<file path="src/rtl/ex_mem_stage.sv">
// rtl/ex_mem_stage.sv - EX/MEM pipeline register with branch resolve, store formatting and misalignment trap
// A taken branch squashes the next instruction through the registered BranchTaken flag.
module ex_mem_stage #(
    parameter int DATA_W = 32,
    parameter int REG_AW = 5
) (
    input  logic              Clk,
    input  logic              Reset,
    input  logic              Stall,
    input  logic              Flush,
    input  logic              InValid,
    input  logic [DATA_W-1:0] ALUResult,
    input  logic              Zero,
    input  logic [DATA_W-1:0] RtData,
    input  logic [REG_AW-1:0] WriteRegIn,
    input  logic              RegWriteIn,
    input  logic              MemReadIn,
    input  logic              MemWriteIn,
    input  logic              MemToRegIn,
    input  logic              BranchIn,
    input  logic [1:0]        MemSizeIn,
    input  logic [DATA_W-1:0] BranchTargetIn,
    output logic              OutValid,
    output logic [DATA_W-1:0] ALUResultOut,
    output logic [DATA_W-1:0] StoreData,
    output logic [3:0]        ByteEn,
    output logic [REG_AW-1:0] WriteRegOut,
    output logic              RegWriteOut,
    output logic              MemReadOut,
    output logic              MemWriteOut,
    output logic              MemToRegOut,
    output logic [1:0]        MemSizeOut,
    output logic [1:0]        AddrLow,
    output logic              BranchTaken,
    output logic [DATA_W-1:0] BranchTarget,
    output logic              Misaligned
);

    logic              valid_q, valid_d;
    logic [DATA_W-1:0] alu_q, alu_d;
    logic [DATA_W-1:0] sdata_q, sdata_d;
    logic [3:0]        be_q, be_d;
    logic [REG_AW-1:0] wreg_q, wreg_d;
    logic              rw_q, rw_d;
    logic              mr_q, mr_d;
    logic              mw_q, mw_d;
    logic              m2r_q, m2r_d;
    logic [1:0]        size_q, size_d;
    logic              bt_q, bt_d;
    logic [DATA_W-1:0] btgt_q, btgt_d;
    logic              mis_q, mis_d;

    logic              load_valid;
    logic              mem_op;
    logic              mis_raw;
    logic [1:0]        a;
    logic [3:0]        be_raw;
    logic [DATA_W-1:0] sd_raw;

    always_comb begin
        a       = ALUResult[1:0];
        mem_op  = MemReadIn | MemWriteIn;
        be_raw  = 4'b1111;
        sd_raw  = RtData;
        mis_raw = 1'b0;
        case (MemSizeIn)
            2'b10: begin
                be_raw  = 4'b0001 << a;
                sd_raw  = {4{RtData[7:0]}};
            end
            2'b01: begin
                be_raw  = a[1] ? 4'b1100 : 4'b0011;
                sd_raw  = {2{RtData[15:0]}};
                mis_raw = a[0];
            end
            default: begin
                // reserved size 11 behaves as a word access
                be_raw  = 4'b1111;
                sd_raw  = RtData;
                mis_raw = (a != 2'b00);
            end
        endcase
    end

    always_comb begin
        // the slot after a taken branch is the delay-free wrong path
        load_valid = InValid & ~Flush & ~bt_q;

        valid_d = 1'b0;
        alu_d   = '0;
        sdata_d = '0;
        be_d    = 4'b0000;
        wreg_d  = '0;
        rw_d    = 1'b0;
        mr_d    = 1'b0;
        mw_d    = 1'b0;
        m2r_d   = 1'b0;
        size_d  = 2'b00;
        bt_d    = 1'b0;
        btgt_d  = '0;
        mis_d   = 1'b0;

        if (load_valid) begin
            valid_d = 1'b1;
            alu_d   = ALUResult;
            sdata_d = sd_raw;
            wreg_d  = WriteRegIn;
            m2r_d   = MemToRegIn;
            size_d  = MemSizeIn;
            bt_d    = BranchIn & Zero;
            btgt_d  = BranchTargetIn;
            mis_d   = mem_op & mis_raw;
            be_d    = (mem_op & ~mis_raw) ? be_raw : 4'b0000;
            rw_d    = RegWriteIn & ~mis_d;
            mr_d    = MemReadIn & ~mis_d;
            mw_d    = MemWriteIn & ~mis_d;
        end
    end

    always_ff @(posedge Clk or negedge Reset) begin
        if (!Reset) begin
            valid_q <= 1'b0;
            alu_q   <= '0;
            sdata_q <= '0;
            be_q    <= 4'b0000;
            wreg_q  <= '0;
            rw_q    <= 1'b0;
            mr_q    <= 1'b0;
            mw_q    <= 1'b0;
            m2r_q   <= 1'b0;
            size_q  <= 2'b00;
            bt_q    <= 1'b0;
            btgt_q  <= '0;
            mis_q   <= 1'b0;
        end else if (!Stall) begin
            valid_q <= valid_d;
            alu_q   <= alu_d;
            sdata_q <= sdata_d;
            be_q    <= be_d;
            wreg_q  <= wreg_d;
            rw_q    <= rw_d;
            mr_q    <= mr_d;
            mw_q    <= mw_d;
            m2r_q   <= m2r_d;
            size_q  <= size_d;
            bt_q    <= bt_d;
            btgt_q  <= btgt_d;
            mis_q   <= mis_d;
        end
    end

    assign OutValid     = valid_q;
    assign ALUResultOut = alu_q;
    assign StoreData    = sdata_q;
    assign ByteEn       = be_q;
    assign WriteRegOut  = wreg_q;
    assign RegWriteOut  = rw_q;
    assign MemReadOut   = mr_q;
    assign MemWriteOut  = mw_q;
    assign MemToRegOut  = m2r_q;
    assign MemSizeOut   = size_q;
    assign AddrLow      = alu_q[1:0];
    assign BranchTaken  = bt_q;
    assign BranchTarget = btgt_q;
    assign Misaligned   = mis_q;

endmodule

</file>
<file path="config.mk">
export PLATFORM = sky130hd
export DESIGN_NAME = ex_mem_stage
export DESIGN_NICKNAME = d
export VERILOG_FILES = /design/src/rtl/ex_mem_stage.sv
export SDC_FILE = /design/constraint.sdc
export NUM_CORES = 1
export LEC_CHECK = 0
export BUFFER_PORTS_ARGS = -buffer_cell sky130_fd_sc_hd__buf_2
export CAP_MARGIN = 20
export CORE_ASPECT_RATIO = 1.4
export CORE_MARGIN = 2
export CORE_UTILIZATION = 40
export CTS_CLUSTER_SIZE = 12
export DETAILED_ROUTE_END_ITERATION = 8
export PLACE_DENSITY_LB_ADDON = 0.25
export SYNTH_ARGS = -nofsm -noshare
export SYNTH_HDL_FRONTEND = slang
export SYNTH_SLANG_ARGS = --single-unit
</file>
<file path="constraint.sdc">
create_clock -name Clk -period 3.95 [get_ports Clk]
set_clock_uncertainty 0.05 [all_clocks]
set_input_delay 0.5925 -clock Clk [delete_from_list [all_inputs] [get_ports Clk]]
set_output_delay 0.5925 -clock Clk [all_outputs]
set_load 0.005 [all_outputs]
</file>
==> impl_metrics.tcl <==
set metrics [dict create \
    hold_slack_ns 0.254 \
    required_ns 4.22 \
    post_synth_and_or_nand_nor_area_fraction_pct 7.28 \
    cts_tree "done" \
    setup_viol 0 \
    numCtsBuffers 17 \
    slew_violations 0 \
    place_congestion 0.795 \
    grt_use_met1_pct 25.5 \
    final_cell_mix "227 x buf_2, 114 x dfrtp_1, 94 x a22o_1, 21 x nand2_1, 17 x clkbuf_16" \
    path_clk_slew_ns 0.05 \
    wl_um 12400 \
    die_h_um 129 \
    portBuffers 229 \
    postCtsSetupRepairBufs 0 \
    end_kind "flop" \
    drt_iter0_drc 173 \
    core-area_um2 10900 \
    syn_area_um2 4450 \
    ios 230 \
    r2r_cells 4 \
    area_delta_synth_final_pct 41.5 \
    synth_edf_count 0 \
    rows 45 \
    grt_max_degree 72 \
    relSlewSlack_pct 39.0 \
    synth_seq_cells 114 \
    yosys_most_used_dff "dfrtp_1" \
    grt_pass1_wl_um 19000 \
    r2r-end "ByteEn[3]" \
    drcViolationCount 0 \
    final.setup.tns_ns 0 \
    reg2reg_slack_ns 2.05 \
    nNetsFinal 685 \
    synth_compound_area_share_pct 24.4 \
    finalCritPeriodShare_pct 51.8 \
    vias_per_cell 5.21 \
    worst_slew_pin_slew_ns 0.915 \
    clock-root-buffer "clkbuf_16" \
    gr-usage-met2_pct 33.5 \
    grt_util_met3_pct 6.62 \
    netlist.area_leader.share_pct 64.1 \
    ys_warn_count 0 \
    busiest_layer "met2" \
    r2r-start "BranchTaken" \
    drv_cap 0 \
    grt_usage_pct 20.7 \
    antenna_found_initial 1 \
    drive_gt1_share_pct 46.0 \
    yosysSeqAreaShare_pct 64.1 \
    finalHoldViolCount 0 \
    cts-resized-gates 0 \
    clk_latency_ns 0.40 \
    rsz0062_at_grt "no" \
    finalWorstPathRequiredPeriod_ns 2.05 \
    start_util_pct 40.9 \
    critical_path_class "in2reg" \
    place_hpwl_um 8630 \
    async_reset_ff_share_pct 100 \
    dr.pass1.iters 4 \
    yosys-top-cells-area "dfrtp_1 64%, a22o_1 19%, nand2b_1 2.2%" \
    pwr_density_cell_nw_per_um2 501 \
    via_count 3773 \
    synth_top_family_by_area "compound AO/OA/AOI/OAI gates" \
    synth_cell_types 22 \
    hp-class "in2async" \
    synth_fa_ha_area_share_pct 0.562 \
    grt.overflow.total 0 \
    cts_hold_buf 0 \
    ant_nets 0 \
    wl_per_cell_um 17.2 \
    syn_avg_cell_area_um2 12.8 \
    grt_pass1_vias 3704 \
    cts_buffer_depth 2 \
    synthMuxAreaShare_pct 0 \
    crit_fanout 59 \
    htreeDepth 4 \
    synthCells 348 \
    synth_nets 464 \
    dieArea_um2 12000 \
    outcome "complete, no violations" \
    yosys.area.top_type "dfrtp_1" \
    max_freq_mhz 488 \
    yosys.area_share.xor_xnor_pct 0 \
    clock_sinks 114 \
    critPathLaunchType "primary input" \
    power.leakage_nw 3.47 \
    vdd_drop_max_uv 256 \
    worstPathArrival_ns 2.32 \
    mostFrequentLayoutCell "buf_2" \
    dieWidth_um 93.1 \
]
==> cell families after synthesis <==
family          Yosys count
simple gates             59
fa+ha+maj                 2
compound gates          137
flops                   114
buf+inv                  36
==> stage by stage <==
step           worst slack (ns)  area [um^2]  util [%]  power, W  cells
2_1_floorplan              1.97         4450         -   0.00143    348
3_3_place_gp               1.60         5680      52.3   0.00161    691
3_5_place_dp               1.50         5680      52.3   0.00162    691
4_1_cts                    1.92         6290      57.9   0.00320    723
5_1_grt                    1.79         6290      57.9   0.00329    723
6_report                   1.90         6300      58.0   0.00316    724
==> area by class of cell <==
type                            instances  area (um^2)
Fill cell                             973         4570
Timing Repair Buffer                  234         1200
Clock buffer                           20          457
Inverter                                4         15.0
Clock inverter                         12          158
Multi-Input combinational cell        198         1440
Sequential cell                       114         2850
Antenna cell                            1         2.50
Tap cell                              141          176
==> registers in the layout, indices dropped and copies added (netlist names), 2 cells and up <==
signal and flops:
ALUResultOut 32, BranchTarget 32, WriteRegOut 5, StoreData 32, MemSizeOut 2, ByteEn 4
==> cells in the mapped netlist, drive strengths merged, types with 2 or more instances <==
library cell and n:
a21oi 11, a221oi 8, a22o 94, a32o 2
buf 8, clkbuf 24, dfrtp 114, ha 2
inv 4, nand2 21, nand2b 16, nor2 11
nor3b 8, o21ai 20
==> worst max path at each step <==
| stage | start | endpoint | slack, ns | cells after the start |
|---|---|---|---|---|
| floorplan | MemSizeIn[0] | StoreData[17] | 1.97 | 7 |
| global placement | Stall | BranchTaken | 1.60 | 4 |
| detailed placement | Stall | ByteEn[3] | 1.50 | 5 |
| CTS | Stall | ByteEn[3] | 1.92 | 5 |
| global route | Stall | ByteEn[0] | 1.79 | 5 |
| finish | Stall | ByteEn[3] | 1.90 | 5 |
==> power breakdown <==
group | internal, W | leakage, nW | switching [W]
Sequential | 0.00124 | 1.54 | 0.0000402
Clock | 0.00103 | 0.292 | 0.000531
Combinational | 0.000157 | 1.63 | 0.000165
Total | 0.00242 | 3.47 | 0.000737
==> routing by layer <==
| metal | up-vias | wire length [um] |
|---|---|---|
| met5 | - | 0 |
| met4 | 0 | 202 |
| li1 | 1744 | - |
| met3 | 16 | 912 |
| met2 | 187 | 6140 |
| met1 | 1826 | 5180 |
==> critical path, stage by stage <==
cell	delay [ns]
buf_4	0.28
nor4b_4	0.79
and3_1	0.33
o21ai_1	0.14
o21ai_1	0.16
Power figures use the tool's default switching activity.
